`src/rtl/pc_fetch_unit.sv`:
```
// PC register and instruction fetch stage: issues imem fetches for pc and presents each word to decode.
// Optional ALIGN_CHECK_EN: a misaligned pc raises if_adel with NOP_INSTR instead of fetching.
module pc_fetch_unit #(
    parameter logic [31:0] RESET_PC  = 32'h0000_3000,
    parameter logic [31:0] NOP_INSTR = 32'h0000_0000
) (
    input  logic        clk,
    input  logic        rst_n,
    input  logic [31:0] npc,
    output logic [31:0] npc4,
    output logic [31:0] pc,
    input  logic        flush,
    input  logic [31:0] flush_pc,
    output logic        imem_req,
    output logic [31:0] imem_addr,
    input  logic        imem_ack,
    input  logic [31:0] imem_rdata,
    output logic        if_valid,
    input  logic        if_ready,
    output logic [31:0] if_pc,
    output logic [31:0] if_instr,
    output logic        if_adel
);

    localparam int unsigned XLEN = 32;

`ifdef ALIGN_CHECK_EN
    localparam bit ALIGN_CHK = 1'b1;
`else
    localparam bit ALIGN_CHK = 1'b0;
`endif

    typedef enum logic [1:0] {
        S_FETCH   = 2'd0,
        S_HOLD    = 2'd1,
        S_DISCARD = 2'd2
    } state_e;

    state_e            state_q, state_d;
    logic [XLEN-1:0]   pc_q, pc_d;
    logic              req_q, req_d;
    logic [XLEN-1:0]   addr_q, addr_d;
    logic              valid_q, valid_d;
    logic [XLEN-1:0]   if_pc_q, if_pc_d;
    logic [XLEN-1:0]   instr_q, instr_d;
    logic              adel_q, adel_d;
    logic              misal_q_c, misal_d_c, fetch_ack_c;

    assign misal_q_c   = ALIGN_CHK && (pc_q[1:0] != 2'b00);
    assign misal_d_c   = ALIGN_CHK && (pc_d[1:0] != 2'b00);
    // An ack only counts against a request that is actually on the bus.
    assign fetch_ack_c = req_q && imem_ack;

    // Next-state and next-output computation.
    always_comb begin
        state_d = state_q;
        pc_d    = pc_q;
        req_d   = req_q;
        addr_d  = addr_q;
        valid_d = 1'b0;
        if_pc_d = if_pc_q;
        instr_d = instr_q;
        adel_d  = adel_q;

        unique case (state_q)
            S_FETCH: begin
                if (flush) begin
                    pc_d    = flush_pc;
                    state_d = (req_q && !imem_ack) ? S_DISCARD : S_FETCH;
                end else if (misal_q_c) begin
                    state_d = S_HOLD;
                    if_pc_d = pc_q;
                    instr_d = NOP_INSTR;
                    adel_d  = 1'b1;
                end else if (fetch_ack_c) begin
                    state_d = S_HOLD;
                    if_pc_d = pc_q;
                    instr_d = imem_rdata;
                    adel_d  = 1'b0;
                end
            end
            S_HOLD: begin
                // Flush kills the presented instruction even if decode accepts it.
                if (flush) begin
                    pc_d    = flush_pc;
                    state_d = S_FETCH;
                end else if (if_ready) begin
                    pc_d    = npc;
                    state_d = S_FETCH;
                end
            end
            S_DISCARD: begin
                if (flush) begin
                    pc_d = flush_pc;
                end
                if (imem_ack) begin
                    state_d = S_FETCH;
                end
            end
            default: begin
                state_d = S_FETCH;
            end
        endcase

        // Request and address are derived from where the FSM lands next.
        unique case (state_d)
            S_FETCH: begin
                req_d  = !misal_d_c;
                addr_d = pc_d;
            end
            S_DISCARD: begin
                req_d  = 1'b1;
            end
            default: begin
                req_d  = 1'b0;
            end
        endcase
        valid_d = (state_d == S_HOLD);
    end

    // State and registered outputs.
    always_ff @(posedge clk) begin
        if (!rst_n) begin
            state_q <= S_FETCH;
            pc_q    <= RESET_PC;
            req_q   <= 1'b0;
            addr_q  <= RESET_PC;
            valid_q <= 1'b0;
            if_pc_q <= '0;
            instr_q <= '0;
            adel_q  <= 1'b0;
        end else begin
            state_q <= state_d;
            pc_q    <= pc_d;
            req_q   <= req_d;
            addr_q  <= addr_d;
            valid_q <= valid_d;
            if_pc_q <= if_pc_d;
            instr_q <= instr_d;
            adel_q  <= adel_d;
        end
    end

    assign npc4      = pc_q + XLEN'(4);
    assign pc        = pc_q;
    assign imem_req  = req_q;
    assign imem_addr = addr_q;
    assign if_valid  = valid_q;
    assign if_pc     = if_pc_q;
    assign if_instr  = instr_q;
    assign if_adel   = ALIGN_CHK ? adel_q : 1'b0;

endmodule
```
`config.mk`:
```
export PLATFORM = sky130hd
export DESIGN_NAME = pc_fetch_unit
export DESIGN_NICKNAME = d
export VERILOG_FILES = /design/src/rtl/pc_fetch_unit.sv
export SDC_FILE = /design/constraint.sdc
export NUM_CORES = 1
export LEC_CHECK = 0
export BUFFER_PORTS_ARGS = -buffer_cell sky130_fd_sc_hd__buf_2
export CAP_MARGIN = 20
export CORE_ASPECT_RATIO = 1.1
export CORE_MARGIN = 2
export CORE_UTILIZATION = 42
export DETAILED_ROUTE_END_ITERATION = 8
export PLACE_DENSITY = 0.76
export SLEW_MARGIN = 30
export SYNTH_ARGS = -nofsm -noshare
export SYNTH_HDL_FRONTEND = slang
export SYNTH_SLANG_ARGS = --single-unit
```
`constraint.sdc`:
```
create_clock -name clk -period 1.8 [get_ports clk]
set_input_delay 0.09 -clock clk [delete_from_list [all_inputs] [get_ports clk]]
set_output_delay 0.09 -clock clk [all_outputs]
set_load 0.03 [all_outputs]
```
## After elaboration in Yosys (flattened, before gate mapping)

Cells that the tools add are included.

- Flip-flop bits (word level): 132
- Bits in latches: 0
- RAM bits: 0
- Bits in read-only memories: 0
- Input port bits: 101
- Output and inout port bits: 163
- Word-level logic and storage cells: 33
- Memories kept: 0

- Add/sub/neg operators: 1
- Multiply operators: 0
- Div/mod/pow operators: 0
- Order comparisons: 0
- Eq/ne operators: 4
- Shifts and indexed selects: 0
- Muxes and demuxes: 12
- Bitwise gates (word level): 1
- Reductions and logical operators: 8

Operator list:

| cell | count |
|---|---|
| $mux 32 | 3 |
| $pmux 32 s2 | 1 |
| $add 32x3->32 const B | 1 |
| $mux 2 | 6 |
| $pmux 2 s3 | 1 |
| $eq 2x1->1 const B | 2 |
| $eq 2x2->1 const B | 2 |
| $logic_not 2->1 | 2 |
| $reduce_or 2->1 | 2 |
| $reduce_and 3->1 | 1 |
| $logic_and 1x1->1 | 2 |
| $logic_not 1->1 | 1 |
| $mux 1 | 1 |
| $not 1->1 | 1 |

## Logic depth before layout (Yosys ltp)

Gate-level depths: netlist of the first run.

- Depth after elaboration: 8
- Mapped depth: 6

## Worst setup path after synthesis of the first run

Ideal clock, no wire load.

- Path type: reg-to-output
- Start point: reg pc_q[15], in the netlist pc[15]
- End point: out npc4[28]
- Arrival time: 2.195 ns
- Data required time: 1.710 ns
- Path slack: -0.485 ns
- Stages on the path, launching flop included: 6
- Path buffers: 1
- Cell sequence: dfxtp_1 > buf_2 > nand4_1 > nor4_1 > nand4_1 > xnor2_1

- Cells in the longest elaborated chain, start to end: 1

Ends and longest elaborated chain:

| element | RTL line | source |
|---|---|---|
| start, declared | 40 | `logic [XLEN-1:0] pc_q, pc_d;` |
| start signal, assigned | 134 | `pc_q <= pc_d;` |
| $add 32x3->32 | 144 | `assign npc4 = pc_q + XLEN'(4);` |
| end, declared | 10 | `output logic [31:0] npc4,` |

No other way between the ends.

## Worst setup path after layout of the first run

- Start point: reg pc_q[6], in the netlist pc[6]
- End point: out npc4[24]

The elaborated chain is that of the path after synthesis.

==> flow_summary.ini, run 1 <==
[finish]
drive_gt1_share_pct = 43.1
area_delta_synth_final_pct = 61.8
nets = 1122

[synth]
ys_seq_area_share_pct = 46.4
ys_ff_latch = 132
syn_nets = 785
yosys_warnings = 0
synth_top_flop_cell = dfxtp_1
synth_area_um2 = 5700
synth_edf_count = 0
yosysUniqueCellTypes = 42
postSynthAreaPerCell_um2 = 8.34
ys_async_sr_fraction_pct = 0
synthCells = 683

[routing]
wl_per_cell_um = 17.6
wl_met3_mm = 1.70
drtIter0Drc = 422
top_layer_used = met5
drc = 0
drt-total-wl_mm = 21.1
dr_total_vias = 6440
ant_nets = 0
wl_met2_mm = 10.1
dr.pass1.iters = 5
wl_met1_mm = 8.37
viasPerCell = 5.38

[critical_path]
rrSetupSlack_ns = 0.12
cp-start-kind = flip-flop
reg2reg_to = imem_addr[5]
cp-end-kind = output pin
r2r_cells = 5
path_cells = nand4_4 -> or3_4 -> or4_4 -> xnor2_4 -> buf_6
cp-startpoint = pc[6]
slowest_delay_ns = 0.47
slowest_stage = or4_4
r2r-start = state_q[0]
crit_arrival_ns = 2.22
worstPathRequired_ns = 1.71
crit_type = reg2out
path_max_fanout = 7
endpoint = npc4[24]

[sta]
fin_tns_setup_ns = -7.67
period_minus_slack_ns = 2.31
maxSlewViolCount = 0
finalHoldViolCount = 0
fmax_mhz = 432
setup_viol = 23
fin_crit_sh_pct = 129
setup_slack_ns = -0.514
finClkSkew_ns = 0.00907
rsz0062_at_grt = true

[clock_tree]
path_clk_slew_ns = 0.06
htreeDepth = 4
cts_root_buf = clkbuf_16
cts.sinks = 132
cts_buffer_depth = 2
cts_tree = built
worstSkewPairLatency_ns = 0.43
cts_buffers = 17

[place]
gp_congestion = 0.843
preCtsSetupSlack_ns = -0.0920
hpwlAfterDp_mm = 14.1
port_buffers = 262

[floorplan]
die-width_um = 115
ioPinCount = 264
die_y_um = 126
rows = 44
start_util_pct = 43.1
core_um2 = 13200
die_area_um2 = 14500

[grt]
grt_pass1_vias = 6059
grt_use_total_pct = 28.1
grt_pass1_wl_mm = 31.6
grt_antenna_before_repair = 4
grt_max_degree = 39
grt-ovfl-total = 0

[min_path]
hold_class = in2reg
min_path_cells = 4

[power]
powerDensity_nw_per_um2 = 957
p_leak_nw = 4.28
irDropWorstVdd_v = 0.000743

[outcome]
violations = setup timing
status = finished, violations left

[flow_run]
cap_violations = 0
[critical path: cells and delay by family (launching register included)]
kind | cells | cell delay, ns
and+or+nand+nor | 3 | 1.10
DFF | 1 | 0.36
xor gates and xnor gates | 1 | 0.18
buffers and inverters | 1 | 0.15
[stage by stage]
step           total power, W  cells  hold WS [ns]  utilization (%)  area [um^2]
2_1_floorplan         0.00425    683         0.152                -         5980
3_3_place_gp          0.00481   1110         0.331             58.8         7770
3_5_place_dp          0.00482   1110         0.328             58.8         7770
4_1_cts               0.00883   1183        0.0425             68.6         9060
5_1_grt               0.00914   1196        0.0484             69.8         9220
6_report              0.00882   1197        0.0538             69.8         9220
[cell type report]
cell class	count	area, um^2
flip-flops and latches	132	2700
clock inverters	11	195
diodes	3	7.51
clock buffers	21	472
inverters	6	23.8
repair buffers	379	2480
fillers	1009	3990
multi-input cells	484	3140
well taps	161	201
[cell usage in the layout, fill, tap and decap left out, drive strengths merged, types with 2 or more instances in the layout]
cell	synthesis	layout
buf	14	345
nand2	138	138
dfxtp	132	132
a21oi	66	66
nor2	40	40
dlygate4sd3	0	34
nand2b	33	33
a21o	32	32
o31ai	31	31
o22ai	31	31
o2bb2ai	30	30
clkbuf	47	21
xnor2	20	20
nand4	13	13
xor2	8	8
inv	6	7
nor3	7	7
nand3	7	7
bufinv	0	5
clkinv	0	5
o21ai	4	4
diode	0	3
and2	3	3
and4	3	3
and3	2	2
nor4	2	2
or4	2	2
or3	2	2
[layer usage]
layer | up-vias | track usage (%)
li1 | 3070 | -
met1 | 2983 | 33.2
met2 | 308 | 45.3
met3 | 75 | 8.95
met4 | 4 | 15.0
met5 | - | 0
[power breakdown]
part	internal, W	switching (W)
Clock	0.00258	0.00132
Sequential	0.00309	0.000120
Combinational	0.000651	0.00105
Total	0.00633	0.00250
[sequential cells by signal (all words and copies together) (netlist names)]
name and count:
if_valid 1, imem_addr 32, if_instr 32, imem_req 1
state_q 2, pc 32, if_pc 32
[how the worst min path moves through the flow]
| stage | slack [ns] | from | to |
|---|---|---|---|
| floorplan | 0.15 | rst_n | pc[13] |
| global placement | 0.33 | rst_n | pc[13] |
| global route | 0.05 | flush_pc[16] | pc[16] |
| detailed placement | 0.33 | rst_n | pc[13] |
| CTS | 0.04 | flush_pc[21] | pc[21] |
| finish | 0.05 | flush_pc[21] | pc[21] |
[kinds of logic (layout without fill, tap and decap cells)]
family          count (synthesis)  after routing  share of synthesized area [%]
simple gates                  254            254                           20.7
fa+ha+maj                       1              1                          0.220
compound gates                200            200                           23.4
xor+xnor                       28             28                           4.43
buf+inv                        67            417                           4.83
other cells                     1              4                         0.0658
flops                         132            132                           46.4
[Yosys cell counts (2+ instances only)]
cell         n  area (um^2)
a21o_1      32          240
a21oi_1     66          330
and2_1       3         18.8
and3_1       2         12.5
and4_1       3         26.3
buf_1        2         7.51
buf_2        9         45.0
buf_4        3         22.5
clkbuf_1    46          173
dfxtp_1    132         2640
inv_1        5         18.8
nand2_1    138          518
nand2b_1    33          206
nand3_1      7         35.0
nand4_1     10         62.6
nand4_2      2         25.0
nor2_1      40          150
nor3_1       7         35.0
nor4_1       2         12.5
o21ai_0      4         20.0
o22ai_1     31          194
o2bb2ai_1   30          263
o31ai_1     31          233
or4_4        2         22.5
xnor2_1     19          166
xor2_1       8         70.1
[timing repair]
item,CTS,global route
setup endpoints to repair,23,25
pin swaps,12,19
gates resized for setup,60,18
setup buffers,7,13
hold buffers,34,0
hold endpoints to repair,35,0
(Power assumes the default switching activity.)
==> inputs of run 2 (changes only) <==
--- a/config.mk
+++ b/config.mk
@@ -12,6 +12,7 @@
 export CORE_UTILIZATION = 42
 export DETAILED_ROUTE_END_ITERATION = 8
 export PLACE_DENSITY = 0.76
+export REMOVE_ABC_BUFFERS = 1
 export SLEW_MARGIN = 30
 export SYNTH_ARGS = -nofsm -noshare
 export SYNTH_HDL_FRONTEND = slang
==> flow_summary.ini, run 2 (same netlist as run 1, synthesis figures left out) <==
[outcome]
status = finished, violations left
violations = setup timing

[routing]
dr.pass1.iters = 5
wl_per_cell_um = 17.3
viasPerCell = 5.39
drt-total-wl_mm = 20.6
dr_total_vias = 6413
drtIter0Drc = 470
ant_nets = 0
drc = 0

[critical_path]
cp_top_family = simple AND/OR/NAND/NOR gates
r2r-start = state_q[0]
slowest_stage = or4_4
path_cells = ha_4 -> nand3_2 -> or3_4 -> or4_4 -> xnor2_2 -> buf_6
worstPathRequired_ns = 1.71
r2r_cells = 5
cp-start-kind = flip-flop
cp-end-kind = output pin
crit_arrival_ns = 2.10
slowest_delay_ns = 0.44
crit_type = reg2out
path_max_fanout = 3
rrSetupSlack_ns = 0.11
reg2reg_to = imem_addr[28]
crit_buf_inv = 1

[power]
total_power_w = 0.00861
irDropWorstVdd_v = 0.000669
p_leak_nw = 4.23
powerDensity_nw_per_um2 = 950

[finish]
finalInstanceArea_um2 = 9070
area_delta_synth_final_pct = 59.1
n_antenna_cell = 0
final_cell_mix = buf_2 (235), nand2_1 (134), dfxtp_1 (115)
nets = 1117
fillers = 1051
layout_commonest_cell = buf_2
fin_util_pct = 68.6
drive_gt1_share_pct = 41.7

[sta]
finalHoldViolCount = 0
timing.hold.ws_ns = 0.0718
setup_viol = 26
finClkSkew_ns = 0.00731
worstMarginPinSlew_ns = 0.550
slew_headroom_pct = 63.3
fin_crit_sh_pct = 121
period_minus_slack_ns = 2.19
setup_slack_ns = -0.386
fmax_mhz = 457
rsz0062_at_grt = true
maxSlewViolCount = 0

[place]
dpl-instance-area_um2 = 7530
gp_congestion = 0.891
hpwlAfterDp_mm = 13.6
port_buffers = 262

[grt]
grt_pass1_vias = 6133
grt_max_degree = 51
grtUsageMet3_pct = 7.51
grt_pass1_wl_mm = 31.0
use_met2_pct = 47.8
grt-busiest-layer = met2
grt_antenna_before_repair = 0
grt-ovfl-total = 0
grt_use_met1_pct = 29.9
grt_use_total_pct = 27.2

[min_path]
hold_class = in2reg
min_path_cells = 4
whs_endpoint = pc[8]
min_from = flush_pc[8]

[floorplan]
core_um2 = 13200
die-width_um = 115
die_area_um2 = 14500
die_y_um = 126
start_util_pct = 43.1
ioPinCount = 264
rows = 44

[clock_tree]
worstSkewPairLatency_ns = 0.41
cts_buffer_depth = 2
cts_buffers = 17
cts_tree = built
cts_root_buf = clkbuf_16
cts.sinks = 132
path_clk_slew_ns = 0.06
htreeDepth = 4

[flow_run]
cap_violations = 0
==> run 2: worst max-delay path by stage <==
stage | start | end | cells past startpoint
3_3_place_gp | pc[3] | npc4[25] | 6
3_5_place_dp | pc[3] | npc4[25] | 6
2_1_floorplan | state_q[1] | imem_addr[30] | 4
4_1_cts | pc[8] | npc4[24] | 5
6_report | pc[2] | npc4[24] | 6
5_1_grt | pc[3] | npc4[23] | 7
==> run 2: repair_timing <==
| item | in CTS | in global routing |
|---|---|---|
| endpoints found under the setup margin | 24 | 26 |
| hold buffers | 34 | 0 |
| resized for setup | 88 | 27 |
| endpoints found under the hold margin | 35 | 0 |
| pin swaps | 33 | 22 |
| setup buffers | 11 | 5 |
==> run 2: worst reg2reg max path, delay by kind of cell (launching register included) <==
kind,cells,cell delay (ns)
AND/OR/NAND/NOR,2,0.65
buffers and inverters,2,0.45
flip-flops,1,0.34
AO/OA/AOI/OAI,1,0.12
==> run 2: area by class of cell <==
class	instances	area, um^2	area share [%]
clock buffer	24	492	5.42
clock inverter	8	146	1.61
inverter	6	23.8	0.262
multi-input combinational	484	3060	33.7
sequential	132	2670	29.4
tap	161	201	2.22
timing repair buffer	374	2480	27.3
==> run 2: per-stage QoR <==
| step | TNS, ns | setup slack [ns] | cells |
|---|---|---|---|
| after floorplan | -143.25 | -1.50 | 622 |
| after global placement | -0.155 | -0.0761 | 1108 |
| after detailed placement | -0.254 | -0.111 | 1108 |
| after CTS | -5.80 | -0.393 | 1184 |
| after global routing | -8.66 | -0.519 | 1189 |
| final | -5.96 | -0.386 | 1189 |
==> run 2: metal layers <==
metal | part of all wire [%] | wire [um]
met4 | 3.4 | 702
met3 | 7.6 | 1560
met5 | 0 | 0
met1 | 39 | 7980
met2 | 50 | 10300
==> run 2: power by group <==
part | total [W] | internal (W) | switching (W) | leakage, nW
Combinational | 0.00169 | 0.000643 | 0.00105 | 2.84
Sequential | 0.00322 | 0.00310 | 0.000121 | 1.09
Clock | 0.00371 | 0.00246 | 0.00124 | 0.310
==> inputs of run 3 (changes only) <==
--- a/config.mk
+++ b/config.mk
@@ -13,7 +13,6 @@
 export DETAILED_ROUTE_END_ITERATION = 8
 export PLACE_DENSITY = 0.76
 export REMOVE_ABC_BUFFERS = 1
-export SLEW_MARGIN = 30
 export SYNTH_ARGS = -nofsm -noshare
 export SYNTH_HDL_FRONTEND = slang
 export SYNTH_SLANG_ARGS = --single-unit
==> constraint.sdc (replaced) <==
create_clock -name clk -period 1.9 [get_ports clk]
set_input_delay 0.095 -clock clk [delete_from_list [all_inputs] [get_ports clk]]
set_output_delay 0.095 -clock clk [all_outputs]
set_load 0.03 [all_outputs]
==> flow_summary.ini, run 3 (same netlist as run 1, synthesis figures left out) <==
[sta]
rsz0062_at_grt = true
finClkSkew_ns = 0.00672
setup_slack_ns = -0.326
finalHoldViolCount = 0
period_minus_slack_ns = 2.23
setup_viol = 20
maxSlewViolCount = 0
fmax_mhz = 449
fin_crit_sh_pct = 117
timing.hold.ws_ns = 0.0337

[floorplan]
rows = 44
core_um2 = 13200
die_area_um2 = 14500
die_y_um = 126
die-width_um = 115
start_util_pct = 43.1
ioPinCount = 264

[outcome]
violations = setup timing
status = finished, violations left

[min_path]
hold_class = in2reg
min_path_cells = 2
min_from = flush_pc[12]
whs_endpoint = pc[12]

[finish]
n_antenna_cell = 0
drive_gt1_share_pct = 40.2
stdcell_count = 1183
final_cell_mix = buf_2 (240), nand2_1 (136), dfxtp_1 (118)
nets = 1113
layout_commonest_cell = buf_2
area_delta_synth_final_pct = 53.7
finalInstanceArea_um2 = 8760

[clock_tree]
cts_buffers = 17
cts.sinks = 132
worstSkewPairLatency_ns = 0.40
cts_buffer_depth = 2
cts_tree = built
path_clk_slew_ns = 0.06
cts_root_buf = clkbuf_16
htreeDepth = 4

[routing]
dr.pass1.iters = 5
dr_total_vias = 6332
drtIter0Drc = 431
wl_per_cell_um = 17.1
drt-total-wl_mm = 20.3
ant_nets = 0
drc = 0
viasPerCell = 5.35

[power]
intPower_w = 0.00526
power_frac_seq_pct = 40.8
irDropWorstVdd_v = 0.000581
clockPowerShare_pct = 38.4
p_leak_nw = 4.08
powerDensity_nw_per_um2 = 854
combPwrFrac_pct = 20.8
p_sw_w = 0.00222
switching_share_pct = 29.7

[critical_path]
cp-end-kind = output pin
cp-start-kind = flip-flop
worstPathRequired_ns = 1.80
slowest_stage = or4_4
reg2reg_to = imem_addr[12]
r2r_cells = 4
r2r-start = state_q[0]
path_max_fanout = 4
slowest_delay_ns = 0.44
path_cells = ha_4 -> nand3_2 -> or3_4 -> or4_4 -> xnor2_2 -> buf_6
crit_type = reg2out
crit_arrival_ns = 2.13
rrSetupSlack_ns = 0.18

[place]
dpl-instance-area_um2 = 7490
gp_congestion = 0.885
placedCellCount = 1105
hpwlAfterDp_mm = 13.5
port_buffers = 262

[grt]
grt_pass1_wl_mm = 31.1
grt_use_total_pct = 27.2
grt-ovfl-total = 0
grt_pass1_vias = 6186
grt_antenna_before_repair = 0
grt_max_degree = 65

[flow_run]
cap_violations = 0
run 3: worst max path at each step:
| stage | from | cells past startpoint | to |
|---|---|---|---|
| 2_1_floorplan | state_q[1] | 4 | imem_addr[30] |
| 3_3_place_gp | pc[3] | 6 | npc4[25] |
| 3_5_place_dp | pc[3] | 6 | npc4[25] |
| 4_1_cts | pc[3] | 6 | npc4[25] |
| 5_1_grt | pc[3] | 6 | npc4[21] |
| 6_report | pc[3] | 6 | npc4[24] |
run 3: layout make-up:
cell class              instances  area (um^2)
clock inverters                 5         27.5
multi-input cells             484         2990
inverters                       6         23.8
well taps                     161          201
clock buffers                  25          485
fillers                      1084         4450
repair buffers                370         2370
flip-flops and latches        132         2670
run 3: per-stage QoR:
step	power, W	util, %	worst slack, ns	setup TNS [ns]
after floorplan	0.00393	-	-1.40	-128.34
after global placement	0.00452	56.7	0.00839	0
after detailed placement	0.00453	56.7	-0.0438	-0.0497
after CTS	0.00749	65.6	-0.324	-3.09
after global routing	0.00778	66.3	-0.436	-5.99
final	0.00749	66.3	-0.326	-3.66
run 3: per-layer routing:
layer / part of all wire (%) / vias up / track usage (%)
li1: - / 3025 / -
met1: 40 / 2973 / 31.4
met2: 50 / 284 / 47.4
met3: 7.2 / 50 / 5.68
met4: 3.2 / 0 / 13.2
met5: 0 / - / 0
run 3: what timing repair did:
item,4_1_cts,5_1_grt
endpoints found under the setup margin,22,23
gates resized for setup,66,22
hold buffers,33,0
pin swaps,11,17
hold endpoints to repair,34,0
cloned,0,0
buffers inserted,11,5
run 3: critical path: cells and delay by family, from the launching register on:
kind                       cells  cell delay, ns
DFF                            1            0.37
and+or+nand+nor                3            0.92
xor gates and xnor gates       1            0.15
adders and majority gates      1            0.14
buffers and inverters          1            0.15
run 3: power by group through the flow:
stage | sequential [W] | clock (W) | combinational [W]
after floorplan | 0.00344 | 0 | 0.000490
after CTS | 0.00305 | 0.00291 | 0.00153
final | 0.00305 | 0.00288 | 0.00156
after detailed placement | 0.00310 | 0 | 0.00143
after global placement | 0.00309 | 0 | 0.00143
after global routing | 0.00307 | 0.00306 | 0.00165
